File: src/rtl/layer_sequencer.sv
// Sequences a chain of linear-layer passes on one engine: per layer it loads base
// addresses from a descriptor table, pulses the engine reset, then start, and waits for done.
module layer_sequencer #(
    parameter int ADDR_WIDTH = 8,
    parameter int MAX_LAYERS = 4,
    parameter int LIDX_WIDTH = 2,
    parameter int TMO_WIDTH  = 16
) (
    input  logic                  clk,
    input  logic                  rst_n,
    input  logic                  cfg_we,
    input  logic [LIDX_WIDTH-1:0] cfg_layer,
    input  logic [1:0]            cfg_field,
    input  logic [ADDR_WIDTH-1:0] cfg_data,
    input  logic [LIDX_WIDTH:0]   num_layers,
    input  logic [TMO_WIDTH-1:0]  tmo_limit,
    input  logic                  run,
    input  logic                  abort,
    input  logic                  layer_done,
    output logic                  layer_rst,
    output logic                  layer_start,
    output logic [ADDR_WIDTH-1:0] activ_base,
    output logic [ADDR_WIDTH-1:0] weight_base,
    output logic [ADDR_WIDTH-1:0] bias_base,
    output logic [ADDR_WIDTH-1:0] output_base,
    output logic [LIDX_WIDTH-1:0] cur_layer,
    output logic                  busy,
    output logic                  done,
    output logic                  error
);

    typedef enum logic [2:0] {
        S_IDLE, S_LRST, S_START, S_WAIT, S_NEXT, S_FINISH, S_FAIL
    } state_t;

    state_t                state;
    logic [ADDR_WIDTH-1:0] activ_tbl  [MAX_LAYERS];
    logic [ADDR_WIDTH-1:0] weight_tbl [MAX_LAYERS];
    logic [ADDR_WIDTH-1:0] bias_tbl   [MAX_LAYERS];
    logic [ADDR_WIDTH-1:0] output_tbl [MAX_LAYERS];
    logic [LIDX_WIDTH:0]   nl_q;
    logic [TMO_WIDTH-1:0]  wdog;

    logic cfg_ok;
    logic nl_ok;
    logic last_layer;
    logic expired;

    assign cfg_ok     = (state == S_IDLE) && cfg_we && (32'(cfg_layer) < MAX_LAYERS);
    assign nl_ok      = (num_layers != '0) && (32'(num_layers) <= MAX_LAYERS);
    assign last_layer = ({1'b0, cur_layer} == nl_q - (LIDX_WIDTH + 1)'(1));
    assign expired    = (tmo_limit != '0) && (wdog == tmo_limit - TMO_WIDTH'(1));

    // NOTE: the descriptor table is small register storage that must read back as zero
    // after reset, so every entry is cleared explicitly rather than left to a RAM macro.
    always_ff @(posedge clk or negedge rst_n) begin
        if (!rst_n) begin
            for (int i = 0; i < MAX_LAYERS; i++) begin
                activ_tbl[i]  <= '0;
                weight_tbl[i] <= '0;
                bias_tbl[i]   <= '0;
                output_tbl[i] <= '0;
            end
        end else if (cfg_ok) begin
            case (cfg_field)
                2'd0: activ_tbl[cfg_layer]  <= cfg_data;
                2'd1: weight_tbl[cfg_layer] <= cfg_data;
                2'd2: bias_tbl[cfg_layer]   <= cfg_data;
                2'd3: output_tbl[cfg_layer] <= cfg_data;
            endcase
        end
    end

    // NOTE: all state and outputs use non-blocking assignments so every register samples
    // the pre-edge values; the pulse outputs default low and are raised only on entry.
    always_ff @(posedge clk or negedge rst_n) begin
        if (!rst_n) begin
            state       <= S_IDLE;
            layer_rst   <= 1'b0;
            layer_start <= 1'b0;
            activ_base  <= '0;
            weight_base <= '0;
            bias_base   <= '0;
            output_base <= '0;
            cur_layer   <= '0;
            busy        <= 1'b0;
            done        <= 1'b0;
            error       <= 1'b0;
            nl_q        <= '0;
            wdog        <= '0;
        end else begin
            layer_rst   <= 1'b0;
            layer_start <= 1'b0;
            done        <= 1'b0;
            if (abort && state != S_IDLE) begin
                layer_rst <= 1'b1;
                busy      <= 1'b0;
                state     <= S_IDLE;
            end else begin
                case (state)
                    S_IDLE: begin
                        if (run) begin
                            if (nl_ok) begin
                                nl_q      <= num_layers;
                                cur_layer <= '0;
                                error     <= 1'b0;
                                layer_rst <= 1'b1;
                                busy      <= 1'b1;
                                state     <= S_LRST;
                            end else begin
                                error <= 1'b1;
                            end
                        end
                    end
                    S_LRST: begin
                        activ_base  <= activ_tbl[cur_layer];
                        weight_base <= weight_tbl[cur_layer];
                        bias_base   <= bias_tbl[cur_layer];
                        output_base <= output_tbl[cur_layer];
                        layer_start <= 1'b1;
                        state       <= S_START;
                    end
                    S_START: begin
                        wdog  <= '0;
                        state <= S_WAIT;
                    end
                    S_WAIT: begin
                        // A done in the expiry cycle still completes the layer.
                        if (layer_done) begin
                            state <= S_NEXT;
                        end else begin
                            wdog <= wdog + TMO_WIDTH'(1);
                            if (expired) begin
                                layer_rst <= 1'b1;
                                error     <= 1'b1;
                                state     <= S_FAIL;
                            end
                        end
                    end
                    S_NEXT: begin
                        if (last_layer) begin
                            done  <= 1'b1;
                            state <= S_FINISH;
                        end else begin
                            cur_layer <= cur_layer + LIDX_WIDTH'(1);
                            layer_rst <= 1'b1;
                            state     <= S_LRST;
                        end
                    end
                    S_FINISH, S_FAIL: begin
                        busy  <= 1'b0;
                        state <= S_IDLE;
                    end
                    default: begin
                        busy  <= 1'b0;
                        state <= S_IDLE;
                    end
                endcase
            end
        end
    end

endmodule
File: config.mk
export PLATFORM = sky130hd
export DESIGN_NAME = layer_sequencer
export DESIGN_NICKNAME = d
export VERILOG_FILES = /design/src/rtl/layer_sequencer.sv
export SDC_FILE = /design/constraint.sdc
export NUM_CORES = 1
export LEC_CHECK = 0
export ABC_AREA = 1
export CAP_MARGIN = 0
export CORE_MARGIN = 2
export CORE_UTILIZATION = 55
export CTS_CLUSTER_DIAMETER = 50
export DETAILED_ROUTE_END_ITERATION = 8
export GPL_TIMING_DRIVEN = 0
export PLACE_DENSITY = 0.8
export SLEW_MARGIN = 20
export SYNTH_ARGS = -nofsm -noshare
export SYNTH_HDL_FRONTEND = slang
export SYNTH_SLANG_ARGS = --single-unit
export TNS_END_PERCENT = 100
File: constraint.sdc
create_clock -name clk -period 3.54 [get_ports clk]
set_clock_uncertainty 0.15 [all_clocks]
set_input_delay 0.885 -clock clk [delete_from_list [all_inputs] [get_ports clk]]
set_output_delay 0.885 -clock clk [all_outputs]
set_load 0.005 [all_outputs]
==> results of run 1 <==
-- per-layer routing --
metal / wire [um] / part of all wire / global-route usage
met1: 10200 / 0.43 / 0.384
met2: 11600 / 0.48 / 0.458
met3: 1650 / 0.069 / 0.0563
met4: 536 / 0.022 / 0.106
met5: 0 / 0 / 0
-- area by class of cell --
class | instances | area, um^2
multi-input cells | 799 | 3910
clock buffers | 19 | 453
well taps | 220 | 275
fillers | 1393 | 5610
repair buffers | 76 | 783
inverters | 63 | 236
plain buffers | 53 | 314
flip-flops and latches | 189 | 4730
clock inverters | 13 | 155
-- how the worst min path moves through the flow --
stage | cells past startpoint | from | to | slack, ns
4_1_cts | 1 | rst_n | layer_start$_DFF_PN0_ | 0.32
3_5_place_dp | 2 | error$_DFFE_PN0P_ | error$_DFFE_PN0P_ | 0.31
3_3_place_gp | 2 | error$_DFFE_PN0P_ | error$_DFFE_PN0P_ | 0.31
2_1_floorplan | 2 | bias_tbl[0]$_DFFE_PN0P_ | bias_tbl[0]$_DFFE_PN0P_ | 0.30
6_report | 1 | rst_n | activ_tbl[6]$_DFFE_PN0P_ | 0.28
5_1_grt | 1 | rst_n | activ_tbl[14]$_DFFE_PN0P_ | 0.34
-- power by group --
group / switching [uW] / internal [uW]
Combinational: 1760 / 1320
Sequential: 611 / 3170
Clock: 882 / 1100
Total: 3250 / 5590
-- synthesized netlist by cell type (4+ instances only) --
master    number
a21oi_1       12
a31oi_1       34
buf_2         14
buf_6         13
clkbuf_1      24
dfrtp_1      189
ha_1           4
inv_1         58
nand2_1      218
nand2_2       17
nand2_4        4
nand3_1       27
nand4_1        4
nor2_1       203
nor2_2         7
nor3_1        12
nor3_2         4
nor3_4         5
o21ai_0      145
o21ai_1       42
o21ai_2       19
xnor2_1        5
xor2_1        17
-- kinds of logic after synthesis --
family	Yosys count	share of synthesized area
buffers and inverters	116	0.0599
AO/OA/AOI/OAI	259	0.156
XOR/XNOR	22	0.0210
adder cells (fa/ha/maj)	4	0.00545
flip-flops	189	0.515
AND/OR/NAND/NOR	514	0.243
-- registers in the layout, indices dropped and copies added, names as in the netlist, 2 cells and up --
signal       flops
activ_tbl       32
bias_tbl        32
output_tbl      32
weight_tbl      32
wdog            16
activ_base       8
bias_base        8
output_base      8
weight_base      8
nl_q             3
state            3
cur_layer        2
-- metrics by stage --
step                      power [uW]   util  area (um^2)  setup TNS, ns  instances
after floorplan                 5580      -         9190              0       1104
final                           8840  0.659        10900              0       1432
after global placement          6720  0.620        10200       -1183.99       1399
after detailed placement        6840  0.622        10200              0       1400
after CTS                       8840  0.659        10900              0       1432
after global routing            9430  0.659        10900              0       1432
==> flow_summary.toml, run 1 <==
[routing]
detail_route.vias_per_cell = 5.60
wl_um = 24000
drc = 0
drt_iter0_markers = 698
dr.pass1.iters = 5
final_antenna_net_count = 0
wl_per_cell_um = 16.8
vias = 8025

[synth]
synth_area_leader_cell = "dfrtp_1"
async_flop_share = 1.00
ys_seq_area_frac = 0.515
ys.flop_type = "dfrtp_1"
synthesis.area_um2 = 9190
synth-edff-count = 0
ys_types = 38
synthesis.nets = 1145
synth_area_leaders = "dfrtp_1 (51%), nand2_1 (8.9%), nor2_1 (8.3%)"
synth_warnings = 0
synth.top_cell.area_share = 0.515
synth-seq-cells = 189
syn_avg_cell_area_um2 = 8.32
synthesis.instances = 1104

[clock_network]
cts_root_buffer = "clkbuf_16"
clock_path_buffers = 2
clk_latency_ns = 0.44
clock_sinks = 189
cts_tree = "yes"
hold_buffers = 0
post_cts_buffers = 0
cts_resized = 0
cts.clk_slew.worst_paths_ns = 0.07
numCtsBuffers = 17
h-tree-depth = 4

[timing]
fmax_mhz = 366
fin_crit_sh = 0.771
relSlewSlack = 0.485
worstMarginPinSlew_ns = 0.773
finalHoldViolCount = 0
setup_viol_count_final = 0
fin_ws_ns = 0.811
period_needed_ns = 2.73
slew_violations = 0
whs_ns = 0.285
rsz0062_at_grt = "no"

[critical_path]
cp-end-kind = "flop"
cp_max_fo = 5
critical_path_class = "in -> reg"
rr_worst_depth = 5
cp.required_ns = 3.73
timing.critical_path.to = "error$_DFFE_PN0P_"
crit_arrival_ns = 2.92
slowest_stage = "clkdlybuf4s50_1"
path_depth = 14
rr_endpoint = "weight_base[7]$_DFFE_PN0P_"
r2r-start = "cur_layer[0]$_DFFE_PN0P_"
worstPathBufferInverterCount = 2
worst_path_largest_cell_delay_ns = 0.42
crit_path_cell_trace = "clkdlybuf4s50_1, inv_1, ha_1, nand2_1, nor2_4, nand3_1, nand3_1, nand2_1, nor3_2, nand3_2, nand2_1, nand2_1, nand2_1, nand2_1"
setup.worst_path.start = "tmo_limit[0]"
critPathLaunchType = "primary input"
critical_path.top_delay_family = "simple AND/OR/NAND/NOR gates"
cp_common_cell = "nand2_1"
r2r_slack_ns = 1.35

[grt]
grt_max_degree = 103
grtUsageTotal = 0.284
grt_pass1_wl_um = 39400
antenna_found_initial = 0
grt_overflow = 0
grt_pass1_vias = 7741

[power]
power.leakage_uw = 0.00492
ir_worst_vdd_uv = 523
power_density_nw_per_um2 = 814

[finish]
layout_commonest_cell = "nand2_1"
final_cell_mix = "nand2_1 (218), nor2_1 (203), dfrtp_1 (189), o21ai_0 (145), clkdlybuf4s50_1 (74)"
nNetsFinal = 1240
layout-drive-gt1-share = 0.106
diodes = 0
areaGrowthSynthToFinish_pct = 18.1

[placed_design]
hpwl_um = 16700
portBuffers = 75
dp_slack_ns = 0.357
place_congestion = 0.906

[floorplan]
die_area_um2 = 17800
io_pins = 76
die_h_um = 133
core_area_um2 = 16500
row_count = 47
start_util = 0.558
die_x_um = 133

[status]
status = "finished clean"

[worst_hold_path]
hold_path.class = "in -> async"

[job]
drv_cap = 0
Power figures use the tool's default switching activity.
==> inputs of run 2 (changes only) <==
==> constraint.sdc (replaced) <==
create_clock -name clk -period 2.7 [get_ports clk]
set_clock_uncertainty 0.15 [all_clocks]
set_input_delay 0.675 -clock clk [delete_from_list [all_inputs] [get_ports clk]]
set_output_delay 0.675 -clock clk [all_outputs]
set_load 0.005 [all_outputs]
==> run 2 against run 1 <==
Effect of this change: die area unchanged; sequential power up 31%; wire length about the same; cell area about the same; via count up 0.11%; count of clock-buffer cells in the layout unchanged; critical path type unchanged; critical endpoint unchanged; largest cell class unchanged.
==> flow_summary.toml, run 2 (same netlist as run 1, synthesis figures left out) <==
[status]
status = "finished clean"

[placed_design]
hpwl_um = 16700
place_congestion = 0.906
portBuffers = 75
dpl_cell_area_um2 = 10200
dp_cells = 1400

[power]
clockPowerShare = 0.223
pwr-share-seq = 0.428
p_total_uw = 11600
power_density_nw_per_um2 = 1070
switchingPower_uw = 4250
power.leakage_uw = 0.00492
combPwrFrac = 0.348
ir_worst_vdd_uv = 683
switching_share = 0.367
power.internal_uw = 7330

[timing]
worstMarginPinSlew_ns = 0.760
tns_ns = 0
fin_crit_sh = 0.937
slew_violations = 0
period_needed_ns = 2.53
relSlewSlack = 0.494
fmax_mhz = 395
setup_viol_count_final = 0
rsz0062_at_grt = "no"
finalHoldViolCount = 0

[grt]
grtUsageTotal = 0.284
antenna_found_initial = 0
grt_pass1_wl_um = 39400
grt_max_degree = 103
grt_pass1_vias = 7741
grt_overflow = 0

[critical_path]
critical_path.top_delay_family = "simple AND/OR/NAND/NOR gates"
cp_max_fo = 5
cp-end-kind = "flop"
critical_path_class = "in -> reg"
crit_path_cell_trace = "clkdlybuf4s50_1, inv_1, ha_1, nand2_1, nor2_4, nand3_1, nand3_1, nand2_1, nor3_2, nand3_2, nand2_1, nand2_1, nand2_1, nand2_1"
worst_path_largest_cell_delay_ns = 0.42
r2r_slack_ns = 0.51
cp_common_cell = "nand2_1"
slowest_stage = "clkdlybuf4s50_1"
cp.required_ns = 2.88
crit_arrival_ns = 2.71
worstPathBufferInverterCount = 2
critPathLaunchType = "primary input"

[routing]
wl_per_cell_um = 16.8
wl_um = 24000
drc = 0
drt_iter0_markers = 714
vias = 8034
detail_route.vias_per_cell = 5.61
final_antenna_net_count = 0
dr.pass1.iters = 5

[finish]
final_cell_mix = "nand2_1 (218), nor2_1 (202), dfrtp_1 (189), o21ai_0 (145), clkdlybuf4s50_1 (74)"
diodes = 0
nNetsFinal = 1240
final_area_um2 = 10900
fin_cells = 1432
layout_commonest_cell = "nand2_1"
final_core_util = 0.659
layout-drive-gt1-share = 0.106
areaGrowthSynthToFinish_pct = 18.2

[clock_network]
clock_sinks = 189
hold_buffers = 0
cts_root_buffer = "clkbuf_16"
clock_path_buffers = 2
numCtsBuffers = 17
h-tree-depth = 4
clk_latency_ns = 0.44
cts_tree = "yes"
cts.clk_slew.worst_paths_ns = 0.07

[worst_hold_path]
hold_path.class = "in -> async"

[floorplan]
die_area_um2 = 17800
start_util = 0.558
core_area_um2 = 16500
row_count = 47
die_x_um = 133
die_h_um = 133
io_pins = 76

[job]
drv_cap = 0
-- run 2: cell counts in the layout (fill, tap and decap cells not counted) --
Identical to the previous run, type by type.
-- run 2: power groups by stage --
stage,registers [uW],clock network [uW],logic [uW]
4_1_cts,4940,2610,4040
3_3_place_gp,4930,0,3870
2_1_floorplan,4790,0,2530
6_report,4960,2590,4030
5_1_grt,5090,2720,4560
3_5_place_dp,4960,0,4000
-- run 2: worst paths after layout --
kind                                                  to  cells after the start                startpoint
worst max-delay path                   error$_DFFE_PN0P_                     14              tmo_limit[0]
worst min-delay path            activ_tbl[6]$_DFFE_PN0P_                      1                     rst_n
worst max register to register  bias_base[7]$_DFFE_PN0P_                      5  cur_layer[0]$_DFFE_PN0P_
worst min register to register         error$_DFFE_PN0P_                      2         error$_DFFE_PN0P_
max in group asynchronous           wdog[12]$_DFFE_PN0P_                      2                     rst_n
min in group clk                       error$_DFFE_PN0P_                      2         error$_DFFE_PN0P_
-- run 2: layer usage --
metal	vias up	global-route usage	routed length (um)
met5	-	0	0
met4	0	0.106	538
met3	41	0.0563	1750
met2	306	0.458	11600
met1	3867	0.384	10100
li1	3820	-	-
-- run 2: what timing repair did --
action,in CTS,in global routing
setup buffers,0,0
endpoints found under the setup margin,0,1
resized for setup,0,1
endpoints found under the hold margin,0,0
-- run 2: area by class of cell --
class | instances | area (um^2)
plain buffers | 53 | 314
fillers | 1395 | 5610
clock inverters | 13 | 155
repair buffers | 76 | 783
multi-input cells | 799 | 3910
inverters | 63 | 236
well taps | 220 | 275
clock buffers | 19 | 453
flip-flops and latches | 189 | 4730
-- run 2: stage by stage --
stage | hold WS [ns] | setup slack [ns]
after global placement | 0.306 | -6.91
after floorplan | 0.229 | 0.479
after detailed placement | 0.311 | -0.273
final | 0.0703 | 0.171
after CTS | 0.108 | 0.160
after global routing | 0.132 | 0.0285
